File: src/rtl/tlb_refill_walker_if.sv
// TLB miss request / refill response channel between the TLB and the refill walker.
// Latency: none; this is a bundle of wires with a direction view per side.
// Backpressure: req_valid/req_ready on the request side, resp_valid/resp_ready on the response side.
interface tlb_refill_walker_if #(
  parameter int WIDTH = 8
);
  logic             req_valid;
  logic             req_ready;
  logic [WIDTH-1:0] req_vpage;
  logic             resp_valid;
  logic             resp_ready;
  logic [WIDTH-1:0] resp_vpage;
  logic [WIDTH-1:0] resp_ppage;
  logic             resp_fault;

  // TLB side: issues misses, consumes refills
  modport master (
    output req_valid, req_vpage, resp_ready,
    input  req_ready, resp_valid, resp_vpage, resp_ppage, resp_fault
  );

  // Walker side: accepts misses, produces refills
  modport slave (
    input  req_valid, req_vpage, resp_ready,
    output req_ready, resp_valid, resp_vpage, resp_ppage, resp_fault
  );
endinterface

File: src/rtl/tlb_refill_walker.sv
// TLB refill walker: queues deduplicated miss pages, walks them, returns ppage = vpage + 1 and fault = (vpage == 0).
// Latency: accepted on an idle, empty block at edge A -> resp_valid high after edge A+2+WALK_DELAY.
// Backpressure: req_ready = queue not full (registered occupancy only); the response is held until resp_ready.
module tlb_refill_walker #(
  parameter int WIDTH       = 8,
  parameter int WALK_DELAY  = 3,
  parameter int DELAY_WIDTH = 4,
  parameter int QUEUE_DEPTH = 2
) (
  input  logic clk,
  input  logic rst_n,
  input  logic i_flush,
  output logic o_busy,
  tlb_refill_walker_if.slave bus
);
  localparam int PTR_W = (QUEUE_DEPTH > 1) ? $clog2(QUEUE_DEPTH) : 1;
  localparam int CNT_W = $clog2(QUEUE_DEPTH + 1);
  localparam logic [DELAY_WIDTH-1:0] DELAY_INIT = DELAY_WIDTH'(WALK_DELAY);
  localparam logic [PTR_W-1:0]       LAST_SLOT  = PTR_W'(QUEUE_DEPTH - 1);
  localparam logic [CNT_W-1:0]       FULL_CNT   = CNT_W'(QUEUE_DEPTH);

  typedef enum logic [1:0] {S_IDLE, S_WALK, S_RESP} state_t;

  state_t                 r_state;
  state_t                 w_state_nxt;
  logic [WIDTH-1:0]       r_q [QUEUE_DEPTH];
  logic [QUEUE_DEPTH-1:0] r_qv;
  logic [PTR_W-1:0]       r_rd_ptr;
  logic [PTR_W-1:0]       r_wr_ptr;
  logic [CNT_W-1:0]       r_count;
  logic [DELAY_WIDTH-1:0] r_delay;
  logic [WIDTH-1:0]       r_cur_vpage;
  logic [WIDTH-1:0]       r_resp_vpage;
  logic [WIDTH-1:0]       r_resp_ppage;
  logic                   r_resp_fault;
  logic                   w_full;
  logic                   w_dup;
  logic                   w_push;
  logic                   w_pop;
  logic                   w_load_resp;

  assign w_full         = (r_count == FULL_CNT);
  assign bus.req_ready  = !w_full;
  assign w_push         = bus.req_valid && !w_full && !i_flush && !w_dup;
  assign bus.resp_valid = (r_state == S_RESP);
  assign bus.resp_vpage = r_resp_vpage;
  assign bus.resp_ppage = r_resp_ppage;
  assign bus.resp_fault = r_resp_fault;
  assign o_busy         = (r_state != S_IDLE) || (r_count != '0);

  // Duplicate detection against every live queue slot and the page currently walking/answering
  always_comb begin
    w_dup = (r_state != S_IDLE) && (r_cur_vpage == bus.req_vpage);
    for (int i = 0; i < QUEUE_DEPTH; i++) begin
      if (r_qv[i] && (r_q[i] == bus.req_vpage)) w_dup = 1'b1;
    end
  end

  // Queue payload storage; contents are only meaningful where r_qv is set
  always_ff @(posedge clk) begin
    if (w_push) r_q[r_wr_ptr] <= bus.req_vpage;
  end

  // Queue bookkeeping: pointers, per-slot valid bits and occupancy; flush empties it
  always_ff @(posedge clk or negedge rst_n) begin
    if (!rst_n) begin
      r_qv     <= '0;
      r_rd_ptr <= '0;
      r_wr_ptr <= '0;
      r_count  <= '0;
    end else if (i_flush) begin
      r_qv     <= '0;
      r_rd_ptr <= '0;
      r_wr_ptr <= '0;
      r_count  <= '0;
    end else begin
      if (w_push) begin
        r_qv[r_wr_ptr] <= 1'b1;
        r_wr_ptr       <= (r_wr_ptr == LAST_SLOT) ? '0 : r_wr_ptr + 1'b1;
      end
      if (w_pop) begin
        r_qv[r_rd_ptr] <= 1'b0;
        r_rd_ptr       <= (r_rd_ptr == LAST_SLOT) ? '0 : r_rd_ptr + 1'b1;
      end
      r_count <= r_count + CNT_W'(w_push) - CNT_W'(w_pop);
    end
  end

  // State register
  always_ff @(posedge clk or negedge rst_n) begin
    if (!rst_n) r_state <= S_IDLE;
    else        r_state <= w_state_nxt;
  end

  // Next state plus pop/load strobes; flush overrides everything
  always_comb begin
    w_state_nxt = r_state;
    w_pop       = 1'b0;
    w_load_resp = 1'b0;
    case (r_state)
      S_IDLE: begin
        if (r_count != '0) begin
          w_pop       = 1'b1;
          w_state_nxt = S_WALK;
        end
      end
      S_WALK: begin
        if (r_delay == '0) begin
          w_load_resp = 1'b1;
          w_state_nxt = S_RESP;
        end
      end
      S_RESP: begin
        if (bus.resp_ready) begin
          if (r_count != '0) begin
            w_pop       = 1'b1;
            w_state_nxt = S_WALK;
          end else begin
            w_state_nxt = S_IDLE;
          end
        end
      end
      default: w_state_nxt = S_IDLE;
    endcase
    if (i_flush) begin
      w_state_nxt = S_IDLE;
      w_pop       = 1'b0;
      w_load_resp = 1'b0;
    end
  end

  // Walk datapath: current page, walk countdown and the registered response fields
  always_ff @(posedge clk or negedge rst_n) begin
    if (!rst_n) begin
      r_cur_vpage  <= '0;
      r_delay      <= '0;
      r_resp_vpage <= '0;
      r_resp_ppage <= '0;
      r_resp_fault <= 1'b0;
    end else if (i_flush) begin
      r_delay <= '0;
    end else begin
      if (w_pop) begin
        r_cur_vpage <= r_q[r_rd_ptr];
        r_delay     <= DELAY_INIT;
      end else if ((r_state == S_WALK) && (r_delay != '0)) begin
        r_delay <= r_delay - 1'b1;
      end
      if (w_load_resp) begin
        r_resp_vpage <= r_cur_vpage;
        r_resp_ppage <= r_cur_vpage + 1'b1;
        r_resp_fault <= (r_cur_vpage == '0);
      end
    end
  end
endmodule

File: src/flat_wrapper.sv
// flat-port wrapper written by rule: the top's interface ports become plain ports
module tlb_refill_walker_flat 
#(
  parameter int WIDTH       = 8,
  parameter int WALK_DELAY  = 3,
  parameter int DELAY_WIDTH = 4,
  parameter int QUEUE_DEPTH = 2
)
  (clk, rst_n, i_flush, o_busy, bus_req_valid, bus_req_vpage, bus_resp_ready, bus_req_ready, bus_resp_valid, bus_resp_vpage, bus_resp_ppage, bus_resp_fault);
  tlb_refill_walker_if #(.WIDTH(WIDTH)) bus_i ();
  input  logic clk;
  input  logic rst_n;
  input  logic i_flush;
  output logic o_busy;
  input wire logic [$bits(bus_i.req_valid)-1:0] bus_req_valid;
  input wire logic [$bits(bus_i.req_vpage)-1:0] bus_req_vpage;
  input wire logic [$bits(bus_i.resp_ready)-1:0] bus_resp_ready;
  output wire logic [$bits(bus_i.req_ready)-1:0] bus_req_ready;
  output wire logic [$bits(bus_i.resp_valid)-1:0] bus_resp_valid;
  output wire logic [$bits(bus_i.resp_vpage)-1:0] bus_resp_vpage;
  output wire logic [$bits(bus_i.resp_ppage)-1:0] bus_resp_ppage;
  output wire logic [$bits(bus_i.resp_fault)-1:0] bus_resp_fault;
  assign bus_i.req_valid = bus_req_valid;
  assign bus_i.req_vpage = bus_req_vpage;
  assign bus_i.resp_ready = bus_resp_ready;
  assign bus_req_ready = bus_i.req_ready;
  assign bus_resp_valid = bus_i.resp_valid;
  assign bus_resp_vpage = bus_i.resp_vpage;
  assign bus_resp_ppage = bus_i.resp_ppage;
  assign bus_resp_fault = bus_i.resp_fault;
  tlb_refill_walker #(.WIDTH(WIDTH), .WALK_DELAY(WALK_DELAY), .DELAY_WIDTH(DELAY_WIDTH), .QUEUE_DEPTH(QUEUE_DEPTH)) u_core (.clk(clk), .rst_n(rst_n), .i_flush(i_flush), .o_busy(o_busy), .bus(bus_i));
endmodule
File: config.mk
export PLATFORM = sky130hd
export DESIGN_NAME = tlb_refill_walker_flat
export DESIGN_NICKNAME = d
export VERILOG_FILES = /design/src/rtl/tlb_refill_walker_if.sv /design/src/rtl/tlb_refill_walker.sv /design/src/flat_wrapper.sv
export SDC_FILE = /design/constraint.sdc
export NUM_CORES = 1
export LEC_CHECK = 0
export BUFFER_PORTS_ARGS = -buffer_cell sky130_fd_sc_hd__buf_2
export CORE_ASPECT_RATIO = 0.8
export CORE_MARGIN = 2
export CORE_UTILIZATION = 62
export DETAILED_ROUTE_END_ITERATION = 8
export PLACE_DENSITY = 0.85
export SETUP_SLACK_MARGIN = 0.2
export SLEW_MARGIN = 20
export SYNTH_ARGS = -nofsm -noshare
export SYNTH_HDL_FRONTEND = slang
export SYNTH_SLANG_ARGS = --single-unit
File: constraint.sdc
create_clock -name clk -period 6.1 [get_ports clk]
set_input_delay 1.22 -clock clk [delete_from_list [all_inputs] [get_ports clk]]
set_output_delay 1.22 -clock clk [all_outputs]
set_load 0.01 [all_outputs]
==> Yosys cells after proc, flatten, opt, wreduce, memory -nomap -nowiden <==
Memories as Yosys holds them, arrays and structs flattened. A register that Yosys moved wholly into a read port is not among the register bits.
Cells that the tools add are included.
W data, S select, Z words.
{ "classes": {"n_bitwise": 4, "eq_ne": 9, "add_sub_neg": 6, "mul": 0, "shifts": 0, "reduce_logical": 26, "div": 0, "mux": 35, "magnitude_cmp": 4} }
{ "op_table": {"columns": ["operator", "n"], "rows": [
  ["$eq A8 B8 Y1", 3],
  ["$mux W1", 19],
  ["$mux W2", 9],
  ["$mux W4", 3],
  ["$logic_and A1 B1 Y1", 9],
  ["$add A8 B1 Y8 const B", 1],
  ["$logic_not A8 Y1", 1],
  ["$reduce_bool A2 Y1", 4],
  ["$ne A3 B2 Y1 const B", 2],
  ["$pmux W2 S3", 1],
  ["$eq A2 B2 Y1 const B", 2],
  ["$logic_not A1 Y1", 4],
  ["$logic_not A4 Y1", 1],
  ["$lt A1 B2 Y1 const B", 2],
  ["$reduce_and A2 Y1", 2],
  ["$reduce_bool A4 Y1", 1],
  ["$sub A4 B1 Y4 const B", 1],
  ["$ne A3 B3 Y1 const B", 1],
  ["$reduce_and A3 Y1", 1],
  ["$reduce_bool A3 Y1", 1],
  ["$add A1 B1 Y1 const B", 2],
  ["$add A2 B1 Y2", 1],
  ["$and A2 B2 Y2", 1],
  ["$demux W1 S1", 2],
  ["9 further kinds", 10]
]} }
{ "word_totals": {"ff_bits": 29, "wordCells": 94, "memories": 1, "latch_bits": 0, "ram_bits": 16, "out_inout_bits": 20, "romBits": 0, "input_bits": 13} }
{ "mem_list": {"columns": ["memory", "words", "word_bits", "read_ports", "rd_ports_with_merged_regs", "write_ports", "line", "rtl"], "rows": [
  ["u_core.r_q", 2, 8, 3, 1, 1, "tlb_refill_walker.sv:26", "logic [WIDTH-1:0] r_q [QUEUE_DEPTH];"]
]} }

==> Depth between registers and ports, before layout <==
Gate-level depths: netlist of the first run.
An unclocked memory read counts as a cell.
{ "depth": {"word_depth": 12, "depth_mapped": 11, "mapped_depth_nobuf": 9} }

==> Least setup slack after synthesis of the first run <==
OpenSTA, ideal clock, no wires.
{ "synth_path": {"kind": "in2reg", "start": "input bus_resp_ready", "end": "register u_core.r_count[1]", "setup_ps": 132, "n_path_buf": 2, "t_required_ps": 5968, "path_stages": 11, "setup_slack_ps": 3149, "t_arrival_ps": 2819, "path_cell_list": "nor2b_1 > or3_1 > clkbuf_1 > nor2_4 > buf_4 > ha_1 > inv_1 > ha_1 > xor2_1 > xnor2_1 > nor2_1"} }
{ "synth_between": {"elab_chain_cells": 5} }
{ "synth_lines": {"columns": ["element", "line", "rtl"], "rows": [
  ["from (decl)", "flat_wrapper.sv:17", "input wire logic [$bits(bus_i.resp_ready)-1:0] bus_resp_ready;"],
  ["$mux W1", "tlb_refill_walker.sv:114", "if (bus.resp_ready) begin"],
  ["$pmux W1 S2", "tlb_refill_walker.sv:100", "case (r_state)"],
  ["$mux W1", "tlb_refill_walker.sv:125", "if (i_flush) begin"],
  ["$sub A2 B1 Y2", "tlb_refill_walker.sv:85", "r_count <= r_count + CNT_W'(w_push) - CNT_W'(w_pop);"],
  ["$mux W2", "tlb_refill_walker.sv:71", "end else if (i_flush) begin"],
  ["to (signal assigned)", "tlb_refill_walker.sv:85", null],
  ["to (decl)", "tlb_refill_walker.sv:30", "logic [CNT_W-1:0] r_count;"]
]} }
Every way passes these cells.
A chain may end at the register's enable or synchronous reset.

==> Final worst setup path of the first run <==
Ends and elaborated chain as after synthesis.

==> impl_metrics.env, run 1 <==
export IMPL_hold_violations=0
export IMPL_track_usage=0.210
export IMPL_hpwl_um=3270
export IMPL_path_class="input port to flop"
export IMPL_ys_async_sr_fraction=0.698
export IMPL_fin_ws_ns=3.27
export IMPL_drive_above_1_share=0.224
export IMPL_io_buffers=32
export IMPL_regArea_um2=1410
export IMPL_cts_buffers=5
export IMPL_drv_cap=0
export IMPL_synthesis_area_um2=2610
export IMPL_rsz0062_at_grt="false"
export IMPL_fin_area_um2=2850
export IMPL_pre_cts_slack_ns=2.95
export IMPL_final_util=0.696
export IMPL_worstMarginPinSlew_ns=0.763
export IMPL_initial_core_util=0.636
export IMPL_run_status="completed"
export IMPL_syn2layout_area_growth_pct=9.45
export IMPL_path_cells="buf_2, nor2b_1, or3_1, nor2_4, ha_1, inv_1, ha_1, xor2_1, xnor2_1, nor2_1"
export IMPL_wl_um=4500
export IMPL_syn_nets=245
export IMPL_grt_max_degree=38
export IMPL_cts_sinks=53
export IMPL_layout_commonest_cell="dfrtp_1"
export IMPL_post_route_min_period_ns=2.83
export IMPL_layout_common_cells="37 x dfrtp_1, 32 x buf_2, 21 x xor2_1, 21 x nor2_1, 18 x nand2_1"
export IMPL_max_stage_delay_ns=0.47
export IMPL_final_period_utilization=0.464
export IMPL_multi_input_area_um2=1100
export IMPL_grt_ovfl_total=0
export IMPL_die_area_um2=4740
export IMPL_nNetsFinal=273
export IMPL_ir_drop_uv=203
export IMPL_fin_skew_ns=0.00507
export IMPL_critPathRequiredTime_ns=6.29
export IMPL_fmax_ghz=0.353
export IMPL_io_pin_count=33
export IMPL_htree_levels=2
export IMPL_grt_pass1_wl_um=7290
export IMPL_gp_congestion=0.812
export IMPL_start_kind="input port"
export IMPL_die_w_um=76.5
export IMPL_cts_resized=0
export IMPL_cp_arrival_ns=3.02
export IMPL_synth_warnings=0
export IMPL_grt_pass1_vias=1519
export IMPL_nFillCells=316
export IMPL_fin_tns_setup_ns=0
export IMPL_wl_per_cell_um=14.5
export IMPL_drtPass1Iterations=4
export IMPL_slowest_stage="or3_1"
export IMPL_clockRootBuffer="clkbuf_8"
export IMPL_slew_headroom=0.491
export IMPL_synth_edf_count=16
export IMPL_crit_top_cell="ha_1"
export IMPL_synth_seq_cells=53
export IMPL_p_total_uw=1280
export IMPL_grt_antenna_before_repair=0
export IMPL_fp_row_count=21
export IMPL_vias=1641
export IMPL_core_area_um2=4100
export IMPL_ys_seq_area_frac=0.539
export IMPL_dieHeight_um=62.0
export IMPL_clock_latency_ns=0.31
export IMPL_p_leak_uw=0.00124
export IMPL_via_per_inst=5.28
export IMPL_power_density_nw_per_um2=447
export IMPL_slew_violations=0
export IMPL_crit_fanout=17
export IMPL_clock_path_buffers=2
export IMPL_place_area_um2=2760
export IMPL_ant_nets=0
export IMPL_diodes=0
export IMPL_setup_viol=0
export IMPL_clk_pin_slew_ns=0.09
export IMPL_ys_types=38
export IMPL_drtIter0Drc=125
export IMPL_hold_class="flop to flop"
export IMPL_cts_tree="done"
export IMPL_cts_setup_buffers=0
export IMPL_endpoint_kind="flop"
export IMPL_syn_area_per_cell_um2=11.5
export IMPL_drc=0
export IMPL_ys_flop_type="dfrtp_1"
export IMPL_cts_hold_buf=0
export IMPL_syn_inst=226
[layout make-up]
cell class / instances / share of cell area
Timing Repair Buffer: 32 / 0.0561
Inverter: 9 / 0.0118
Sequential cell: 53 / 0.493
Clock buffer: 7 / 0.0302
Tap cell: 57 / 0.0250
Multi-Input combinational cell: 153 / 0.384
[registers in the layout, indices dropped and copies added (netlist names)]
register,flops
u_core.r_rd_ptr,1
u_core.r_state,2
u_core.r_q,16
u_core.r_cur_vpage,8
u_core.r_delay,4
u_core.bus.resp_vpage,8
u_core.r_wr_ptr,1
u_core.bus.resp_ppage,8
u_core.r_count,2
u_core.bus.resp_fault,1
u_core.r_qv,2
[cell families after synthesis]
kind of cell,Yosys count,share of synthesized area
mux,16,0.0648
flops,53,0.539
compound gates,27,0.0576
xor+xnor,36,0.135
fa+ha+maj,6,0.0288
simple gates,68,0.132
buf+inv,20,0.0422
[path summary, 6_finish.rpt]
check,start,to,slack (ns),cells after the start
worst min-delay path,u_core.bus.resp_ppage[6],u_core.bus.resp_ppage[6],0.49,2
worst max-delay path,bus_resp_ready,u_core.r_count[1],3.27,10
worst min register to register,u_core.bus.resp_ppage[6],u_core.bus.resp_ppage[6],0.49,2
max in group asynchronous,rst_n,u_core.r_cur_vpage[6],4.64,1
worst max register to register,u_core.r_state[1],u_core.r_count[1],3.76,9
min in group asynchronous,rst_n,u_core.bus.resp_ppage[2],0.98,1
[synth_stat cells (2+ instances only)]
cell | instances | area, um^2
xnor2_2 | 5 | 81.3
nand4_1 | 2 | 12.5
mux2i_1 | 9 | 90.1
nand3_1 | 6 | 30.0
ha_1 | 6 | 75.1
dfrtp_1 | 37 | 926
mux2_2 | 7 | 78.8
xnor2_1 | 10 | 87.6
clkbuf_1 | 4 | 15.0
nand2_1 | 18 | 67.6
o21ai_1 | 10 | 50.1
nor2b_1 | 2 | 12.5
o41ai_1 | 2 | 17.5
nor4_1 | 2 | 12.5
a21oi_1 | 11 | 55.1
nor2_1 | 21 | 78.8
xor2_1 | 21 | 184
nor3_1 | 8 | 40.0
buf_6 | 4 | 45.0
edfxtp_1 | 16 | 480
inv_2 | 2 | 7.51
inv_1 | 7 | 26.3
[per-stage QoR]
| stage | hold WS (ns) | instances |
|---|---|---|
| finish | 0.486 | 311 |
| global route | 0.507 | 311 |
| CTS | 0.491 | 311 |
| detailed placement | 0.471 | 304 |
| global placement | 0.463 | 304 |
| floorplan | 0.486 | 226 |
[critical path, delay by kind of cell]
kind                     cells  cell delay [ns]
XOR/XNOR                     2             0.32
buffers and inverters        2             0.14
AND/OR/NAND/NOR              4             0.90
adder cells (fa/ha/maj)      2             0.44
[layer usage]
layer	up-vias	share of wire	global-route usage
met3	5	0.044	0.0650
met2	36	0.46	0.327
li1	821	-	-
met5	-	0	0
met4	0	0.012	0.0701
met1	779	0.48	0.289
[report_power, final]
group	switching [uW]	internal, uW
Clock	106	90.2
Sequential	121	478
Combinational	255	226
Total	482	794
No activity file was read; power rests on OpenSTA's default activity.
==> inputs of run 2 (changes only) <==
--- a/config.mk
+++ b/config.mk
@@ -8,9 +8,9 @@
 export BUFFER_PORTS_ARGS = -buffer_cell sky130_fd_sc_hd__buf_2
 export CORE_ASPECT_RATIO = 0.8
 export CORE_MARGIN = 2
-export CORE_UTILIZATION = 62
+export CORE_UTILIZATION = 52
 export DETAILED_ROUTE_END_ITERATION = 8
-export PLACE_DENSITY = 0.85
+export PLACE_DENSITY = 0.76
 export SETUP_SLACK_MARGIN = 0.2
 export SLEW_MARGIN = 20
 export SYNTH_ARGS = -nofsm -noshare
==> constraint.sdc (replaced) <==
create_clock -name clk -period 2.54 [get_ports clk]
set_input_delay 0.508 -clock clk [delete_from_list [all_inputs] [get_ports clk]]
set_output_delay 0.508 -clock clk [all_outputs]
set_load 0.01 [all_outputs]
==> run 2 against run 1 <==
Against the previous run:
- clock power grew to 2.6 times the previous value
- register-to-register slack lost 3.4 ns
- clock skew shrank 0.0010 ns
- sequential power grew 140%
- sequential cell count is the same
- final cell count grew 3.9%
- setup slack lost 2.9 ns
- combinational power grew to 2.5 times the previous value
- largest power group unchanged
- highest routed layer unchanged
==> impl_metrics.env, run 2 (synthesis results as in run 1) <==
export IMPL_run_status="completed"
export IMPL_rsz0062_at_grt="false"
export IMPL_hold_class="input port to async pin"
export IMPL_worstMarginPinSlew_ns=0.789
export IMPL_drive_above_1_share=0.253
export IMPL_nFillCells=411
export IMPL_via_per_inst=5.15
export IMPL_post_route_min_period_ns=2.18
export IMPL_cp_arrival_ns=2.38
export IMPL_fin_tns_setup_ns=0
export IMPL_layout_commonest_cell="dfrtp_1"
export IMPL_drv_cap=0
export IMPL_start_kind="flop"
export IMPL_endpoint="u_core.r_count[1]"
export IMPL_reg2reg_slack_ns=0.36
export IMPL_grt_pass1_wl_um=7710
export IMPL_post_place_cells=315
export IMPL_core_area_um2=4920
export IMPL_path_cells="xnor2_2, nand3_1, or4_4, nand4_4, inv_2, ha_1, xor2_1, xnor2_1, nor2_1"
export IMPL_max_stage_delay_ns=0.56
export IMPL_hpwl_um=3400
export IMPL_vias=1663
export IMPL_diodes=0
export IMPL_wl_um=4630
export IMPL_drtIter0Drc=93
export IMPL_p_total_uw=3140
export IMPL_syn2layout_area_growth_pct=11.9
export IMPL_slowest_stage="or4_4"
export IMPL_htree_levels=2
export IMPL_final_period_utilization=0.859
export IMPL_cts_tree="done"
export IMPL_clk_pin_slew_ns=0.09
export IMPL_p_leak_uw=0.00128
export IMPL_clock_latency_ns=0.30
export IMPL_power_density_nw_per_um2=1080
export IMPL_critical_path_top_delay_family="simple AND/OR/NAND/NOR gates"
export IMPL_setup_viol=0
export IMPL_regMostFlops="u_core.r_q"
export IMPL_fmax_ghz=0.458
export IMPL_track_usage=0.180
export IMPL_io_buffers=32
export IMPL_final_cells=323
export IMPL_crit_start="u_core.r_cur_vpage[4]"
export IMPL_cp_depth=9
export IMPL_cts_setup_buffers=0
export IMPL_largest_register_ffs=16
export IMPL_regToRegEndpoint="u_core.r_count[1]"
export IMPL_drtPass1Iterations=4
export IMPL_nNetsFinal=279
export IMPL_fin_skew_ns=0.00403
export IMPL_die_area_um2=5600
export IMPL_clockRootBuffer="clkbuf_8"
export IMPL_ir_drop_uv=609
export IMPL_gp_congestion=0.793
export IMPL_wl_per_cell_um=14.3
export IMPL_worstReg2RegStart="u_core.r_cur_vpage[4]"
export IMPL_cts_buffers=5
export IMPL_clock_path_buffers=2
export IMPL_ant_nets=0
export IMPL_dieHeight_um=67.3
export IMPL_drc=0
export IMPL_endpoint_kind="flop"
export IMPL_cts_sinks=53
export IMPL_critPathRequiredTime_ns=2.74
export IMPL_grt_antenna_before_repair=0
export IMPL_slew_violations=0
export IMPL_io_pin_count=33
export IMPL_grt_ovfl_total=0
export IMPL_grt_max_degree=38
export IMPL_worstRegToRegCells=9
export IMPL_layout_common_cells="35 x dfrtp_1, 32 x buf_2, 21 x xor2_1, 21 x nor2_1, 18 x nand2_1"
export IMPL_grt_pass1_vias=1541
export IMPL_final_util=0.593
export IMPL_initial_core_util=0.530
export IMPL_crit_fanout=6
export IMPL_path_class="flop to flop"
export IMPL_hold_violations=0
export IMPL_slew_headroom=0.474
export IMPL_crit_buf_inv=1
export IMPL_fp_row_count=23
export IMPL_die_w_um=83.2
export IMPL_hold_ws_ns=0.281
[run 2: per-layer routing]
| layer | vias to the layer above | share of wire | GRT usage |
|---|---|---|---|
| met2 | 36 | 0.46 | 0.283 |
| met1 | 783 | 0.49 | 0.254 |
| met3 | 5 | 0.041 | 0.0428 |
| met5 | - | 0 | 0 |
| met4 | 0 | 0.010 | 0.0492 |
| li1 | 839 | - | - |
[run 2: repair_timing]
item                       in CTS  in global routing
hold endpoints to repair        0                  0
setup endpoints to repair       0                  1
gates resized for setup         0                  2
hold buffers                    0                  0
[run 2: cell type report]
| cell class | instances | area, um^2 | share of cell area |
|---|---|---|---|
| clock buffers | 7 | 96.3 | 0.0330 |
| clock inverters | 1 | 5.00 | 0.00172 |
| inverters | 9 | 33.8 | 0.0116 |
| multi-input cells | 153 | 1090 | 0.374 |
| flip-flops and latches | 53 | 1410 | 0.483 |
| well taps | 62 | 77.6 | 0.0266 |
| repair buffers | 38 | 205 | 0.0703 |
[run 2: stage by stage]
step,instance area (um^2),setup WS (ns)
6_report,2920,0.358
5_1_grt,2920,0.211
4_1_cts,2920,0.324
3_5_place_dp,2810,0.217
3_3_place_gp,2810,0.269
2_1_floorplan,2610,0.301
[run 2: worst min path at each step]
stage | startpoint | to | slack, ns | depth (start not counted)
6_report | rst_n | u_core.bus.resp_ppage[5] | 0.28 | 1
5_1_grt | rst_n | u_core.bus.resp_ppage[0] | 0.34 | 1
4_1_cts | rst_n | u_core.r_count[0] | 0.32 | 1
3_5_place_dp | u_core.bus.resp_ppage[6] | u_core.bus.resp_ppage[6] | 0.47 | 2
3_3_place_gp | u_core.bus.resp_ppage[3] | u_core.bus.resp_ppage[3] | 0.46 | 2
2_1_floorplan | rst_n | u_core.bus.resp_fault | 0.21 | 0
[run 2: power by group]
group / internal (uW) / total [uW] / leakage (uW) / switching [uW]
clock network: 247 / 514 / 0.0000542 / 268
registers: 1150 / 1420 / 0.000603 / 269
logic: 577 / 1210 / 0.000622 / 633
total: 1980 / 3140 / 0.00128 / 1170
